==> src/rtl/adc_ltc2315.sv <==
// SPI read-out master for the LTC2315 12-bit ADC: frames CS/SCK, shifts SDO in MSB first, strobes en per result.
// Define ADC_RAW_FRAME_EN to present the full 16-bit raw frame on adc_data instead of the 12-bit result.
module adc_ltc2315 #(
  parameter int SCK_HALF   = 2,
  parameter int CS_SETUP   = 1,
  parameter int CS_QUIET   = 2,
  parameter int FRAME_BITS = 16
) (
  input  logic        clk_100,
  input  logic        reset,
  input  logic        start,
  output logic        sck,
  output logic        CS,
  input  logic        sdo,
  output logic        en,
  output logic [15:0] adc_data
);

  localparam int CNT_MAX_A = (SCK_HALF > CS_SETUP) ? SCK_HALF : CS_SETUP;
  localparam int CNT_MAX   = (CNT_MAX_A > CS_QUIET) ? CNT_MAX_A : CS_QUIET;
  localparam int CNT_W     = $clog2(CNT_MAX + 1);
  localparam int BIT_W     = $clog2(FRAME_BITS + 1);

  localparam logic [CNT_W-1:0] HALF_LAST  = CNT_W'(SCK_HALF - 1);
  localparam logic [CNT_W-1:0] SETUP_LAST = CNT_W'(CS_SETUP - 1);
  localparam logic [CNT_W-1:0] QUIET_LAST = CNT_W'(CS_QUIET - 2);
  localparam logic [BIT_W-1:0] BIT_LAST   = BIT_W'(FRAME_BITS - 1);

  // The newest sample comes straight from sdo at the load instant, so the
  // register only keeps the samples that are still needed before it.
`ifdef ADC_RAW_FRAME_EN
  localparam int SHIFT_W = 15;
`else
  localparam int SHIFT_W = 14;
`endif

  typedef enum logic [2:0] {
    IDLE,
    SETUP,
    SHIFT,
    DONE,
    QUIET
  } state_t;

  state_t             state_q, state_d;
  logic [CNT_W-1:0]   cnt_q, cnt_d;
  logic [BIT_W-1:0]   bit_q, bit_d;
  logic               sck_q, sck_d;
  logic               cs_q, cs_d;
  logic               en_q, en_d;
  logic [SHIFT_W-1:0] shift_q, shift_d;
  logic [15:0]        adc_q, adc_d;

  logic [SHIFT_W:0]   shift_in;
  logic [15:0]        frame_word;

  assign shift_in = {shift_q, sdo};

`ifdef ADC_RAW_FRAME_EN
  assign frame_word = shift_in;
`else
  assign frame_word = {4'b0000, shift_in[14:3]};
`endif

  always_comb begin
    state_d = state_q;
    cnt_d   = cnt_q;
    bit_d   = bit_q;
    sck_d   = sck_q;
    cs_d    = cs_q;
    en_d    = 1'b0;
    shift_d = shift_q;
    adc_d   = adc_q;

    case (state_q)
      IDLE: begin
        cs_d  = 1'b1;
        sck_d = 1'b0;
        cnt_d = '0;
        if (start) begin
          state_d = SETUP;
          cs_d    = 1'b0;
          shift_d = '0;
        end
      end

      SETUP: begin
        cs_d  = 1'b0;
        sck_d = 1'b0;
        if (cnt_q == SETUP_LAST) begin
          state_d = SHIFT;
          cnt_d   = '0;
          bit_d   = '0;
        end else begin
          cnt_d = cnt_q + CNT_W'(1);
        end
      end

      // Each SCK period is a low half then a high half; sdo is captured as
      // the high half ends, just before the falling edge.
      SHIFT: begin
        cs_d = 1'b0;
        if (cnt_q == HALF_LAST) begin
          cnt_d = '0;
          if (!sck_q) begin
            sck_d = 1'b1;
          end else begin
            sck_d   = 1'b0;
            shift_d = shift_in[SHIFT_W-1:0];
            if (bit_q == BIT_LAST) begin
              state_d = DONE;
              cs_d    = 1'b1;
              en_d    = 1'b1;
              adc_d   = frame_word;
              bit_d   = '0;
            end else begin
              bit_d = bit_q + BIT_W'(1);
            end
          end
        end else begin
          cnt_d = cnt_q + CNT_W'(1);
        end
      end

      // The IDLE cycle counts toward the quiet time, so back-to-back frames
      // see CS high for DONE plus CS_QUIET cycles.
      DONE: begin
        cs_d  = 1'b1;
        sck_d = 1'b0;
        cnt_d = '0;
        if (CS_QUIET > 1) begin
          state_d = QUIET;
        end else begin
          state_d = IDLE;
        end
      end

      QUIET: begin
        cs_d  = 1'b1;
        sck_d = 1'b0;
        if (cnt_q == QUIET_LAST) begin
          state_d = IDLE;
          cnt_d   = '0;
        end else begin
          cnt_d = cnt_q + CNT_W'(1);
        end
      end

      default: begin
        state_d = IDLE;
        cs_d    = 1'b1;
        sck_d   = 1'b0;
        cnt_d   = '0;
        bit_d   = '0;
      end
    endcase
  end

  always_ff @(posedge clk_100 or negedge reset) begin
    if (!reset) begin
      state_q <= IDLE;
      cnt_q   <= '0;
      bit_q   <= '0;
      sck_q   <= 1'b0;
      cs_q    <= 1'b1;
      en_q    <= 1'b0;
      shift_q <= '0;
      adc_q   <= 16'h0000;
    end else begin
      state_q <= state_d;
      cnt_q   <= cnt_d;
      bit_q   <= bit_d;
      sck_q   <= sck_d;
      cs_q    <= cs_d;
      en_q    <= en_d;
      shift_q <= shift_d;
      adc_q   <= adc_d;
    end
  end

  assign sck      = sck_q;
  assign CS       = cs_q;
  assign en       = en_q;
  assign adc_data = adc_q;

endmodule

==> config.mk <==
export PLATFORM = sky130hd
export DESIGN_NAME = adc_ltc2315
export DESIGN_NICKNAME = d
export VERILOG_FILES = /design/src/rtl/adc_ltc2315.sv
export SDC_FILE = /design/constraint.sdc
export NUM_CORES = 1
export LEC_CHECK = 0
export ABC_AREA = 0
export CORE_UTILIZATION = 53
export CTS_CLUSTER_DIAMETER = 80
export DETAILED_ROUTE_END_ITERATION = 16
export PLACE_DENSITY = 0.77
export SETUP_SLACK_MARGIN = 0.05
export SYNTH_ARGS = -nofsm -noshare
export SYNTH_HDL_FRONTEND = slang
export SYNTH_SLANG_ARGS = --single-unit
==> constraint.sdc <==
create_clock -name clk_100 -period 2.4 [get_ports clk_100]
set_clock_uncertainty 0.15 [all_clocks]
set_input_delay 0.24 -clock clk_100 [delete_from_list [all_inputs] [get_ports clk_100]]
set_output_delay 0.24 -clock clk_100 [all_outputs]
set_load 0.01 [all_outputs]
==> results.sh <==
export IMPL_rows=20
export IMPL_clockBufferDepth=2
export IMPL_hold_path_end="adc_data[3]"
export IMPL_synthFlopType="dfrtp_1"
export IMPL_start_util_pct=56.1
export IMPL_fp_dieH_um=59.1
export IMPL_synthAdderAreaFrac_pct=3.62
export IMPL_grt_remaining_overflow=0
export IMPL_grt_max_degree=40
export IMPL_ir_worst_vdd_uv=396
export IMPL_postSynthCellCount=133
export IMPL_syn_avg_cell_area_um2=13.0
export IMPL_final_core_util_pct=64.4
export IMPL_area_delta_synth_final_pct=14.8
export IMPL_fmax_mhz=466
export IMPL_cp_arrival_ps=2260
export IMPL_syn_cell_area_mm2=0.00173
export IMPL_power_leakage_nw=0.932
export IMPL_timing_final_max_slew_violations=0
export IMPL_hp_start="adc_data[3]"
export IMPL_via_per_inst=5.64
export IMPL_synth_common_cells="38 x dfrtp_1, 15 x mux2_2, 14 x a22o_1, 5 x ha_1, 5 x nor2_1"
export IMPL_synth_mux_area_share_pct=9.78
export IMPL_drc_errors=0
export IMPL_rr_startpoint="cnt_q[1]"
export IMPL_worst_hold_path_type="flip-flop to flip-flop"
export IMPL_clock_latency_ps=340
export IMPL_grt_pass1_wl_mm=5.15
export IMPL_yosys_area_share_simple_pct=9.92
export IMPL_htreeDepth=2
export IMPL_finalSetupViolCount=0
export IMPL_io_pins=23
export IMPL_ys_async_sr_fraction_pct=100
export IMPL_cts_tree="done"
export IMPL_nets=163
export IMPL_r2r_end="shift_q[2]"
export IMPL_synth_most_common_cell="dfrtp_1"
export IMPL_cts_resized_gates=0
export IMPL_antenna_found_initial=0
export IMPL_cap_violations=0
export IMPL_core_area_mm2=0.00308
export IMPL_fin_crit_sh_pct=89.4
export IMPL_detail_route_first_pass_iterations=4
export IMPL_io_buffers=18
export IMPL_cp_max_fo=14
export IMPL_worst_pin_slew_ps=914
export IMPL_worstRegToRegCells=5
export IMPL_globalRouteTotalUtil_pct=20.1
export IMPL_synth_compound_area_share_pct=14.3
export IMPL_routedWlPerCell_um=14.6
export IMPL_synth_edff_count=0
export IMPL_drive_gt1_share_pct=18.7
export IMPL_synth_seq_cells=39
export IMPL_status="finished, final reports clean"
export IMPL_cts_sinks=39
export IMPL_drt_antenna_violating_nets=0
export IMPL_antennaDiodeCount=0
export IMPL_synth_cell_types=40
export IMPL_finalSetupTns_ps=0
export IMPL_crit_required_ps=2520
export IMPL_synthTopCellsByArea="dfrtp_1 55%, mux2_2 9.8%, a22o_1 7.1%"
export IMPL_dp_hpwl_mm=2.01
export IMPL_reg2reg_slack_ps=250
export IMPL_critical_path_class="flip-flop to flip-flop"
export IMPL_drt_total_wl_mm=2.90
export IMPL_via_count=1123
export IMPL_rsz0062_at_grt="false"
export IMPL_yosys_warnings=0
export IMPL_end_kind="flip-flop"
export IMPL_relSlewSlack_pct=38.7
export IMPL_yosysSeqAreaShare_pct=56.6
export IMPL_cts_root_buf="clkbuf_4"
export IMPL_drt_iter0_drc=58
export IMPL_synth_top_area_share_pct=55.0
export IMPL_pwr_density_cell_mw_per_mm2=802
export IMPL_clkTransAtPathRegs_ps=120
export IMPL_fillers=256
export IMPL_place_congestion=0.821
export IMPL_synth_top_family_by_area="compound AO/OA/AOI/OAI gates"
export IMPL_synth_area_leader_cell="dfrtp_1"
export IMPL_crit_path_start_kind="flip-flop"
export IMPL_cts_made_buffers=5
export IMPL_final_hold_viol_count=0
export IMPL_min_path_cells=1
export IMPL_synth_xor_area_share_pct=1.01
export IMPL_die_area_mm2=0.00349
export IMPL_fin_crit_ps=2150
export IMPL_die_width_um=59.1
export IMPL_grt_pass1_vias=1122
-- critical path, stage by stage (launching register included) --
cell and delay [ps]:
dfrtp_1 390, inv_1 70, ha_1 280, and3_1 230, o21ai_1 720, a22o_1 240
-- flip-flops by register name (all words and copies together) (netlist names) --
signal    cells
state_q       3
shift_q      14
en            1
sck           1
cnt_q         2
CS            1
bit_q         5
adc_data     12
-- worst max-delay path by stage --
| stage | from | end | slack, ps |
|---|---|---|---|
| after floorplan | cnt_q[1] | bit_q[0] | 540 |
| after global placement | cnt_q[1] | bit_q[0] | 350 |
| after detailed placement | cnt_q[1] | bit_q[0] | 300 |
| after CTS | cnt_q[1] | bit_q[0] | 260 |
| after global routing | cnt_q[1] | shift_q[3] | 80 |
| final | cnt_q[1] | shift_q[2] | 250 |
-- kinds of logic (layout without fill, tap and decap cells) --
kind of cell,Yosys count,count (layout)
AO/OA/AOI/OAI,30,30
XOR/XNOR,2,2
adder cells (fa/ha/maj),5,5
buffers and inverters,14,33
flip-flops,39,39
multiplexers,15,15
other,1,4
AND/OR/NAND/NOR,27,27
-- routing by layer --
layer | up-vias | part of all wire [%] | global-route usage [%]
li1 | 522 | - | -
met1 | 567 | 47 | 27.1
met2 | 30 | 48 | 31.7
met3 | 4 | 4.3 | 6.55
met4 | 0 | 0.86 | 5.10
met5 | - | 0 | 0
-- per-stage QoR --
step                      cell area [µm²]  total power, mW  hold slack [ps]  setup WS, ps  instances
final                                1980             1.59              368           254        199
after CTS                            1980             1.60              373           260        199
after global placement               1920             1.26              233           347        190
after detailed placement             1920             1.28              240           298        190
after global routing                 1980             1.70              390          79.6        199
after floorplan                      1740             1.17             -206           535        136
-- what timing repair did --
action / CTS / global route
hold buffers: 1 / 0
buffers inserted: 0 / 0
hold endpoints to repair: 38 / 0
-- report_power, final --
group	total, mW	leakage [nW]	switching, mW	internal (mW)
registers	0.825	0.536	0.101	0.724
logic	0.444	0.367	0.242	0.202
clock network	0.321	0.0282	0.208	0.113
total	1.59	0.932	0.550	1.04
-- layout by cell type (no fill, tap or decap), types with 2 or more instances in the layout --
master            n
dfrtp_1          38
clkdlybuf4s50_1  17
mux2_2           15
a22o_1           14
nor2_1            5
ha_1              5
clkbuf_4          5
inv_1             4
nand3_1           4
conb_1            4
nor4b_1           2
nor2b_1           2
o21ai_0           2
nand2_1           2
a21o_1            2
and3_1            2
nand2b_1          2
nor3_1            2
o21a_1            2
buf_4             2
-- area by class of cell --
cell class / instances / area, µm² / area share [%]
Tap cell: 44 / 55.1 / 2.78
Sequential cell: 39 / 977 / 49.3
Timing Repair Buffer: 21 / 200 / 10.1
Clock buffer: 6 / 41.3 / 2.08
Clock inverter: 2 / 12.5 / 0.631
Inverter: 4 / 15.0 / 0.757
Multi-Input combinational cell: 83 / 682 / 34.4
No activity file was read; power rests on OpenSTA's default activity.
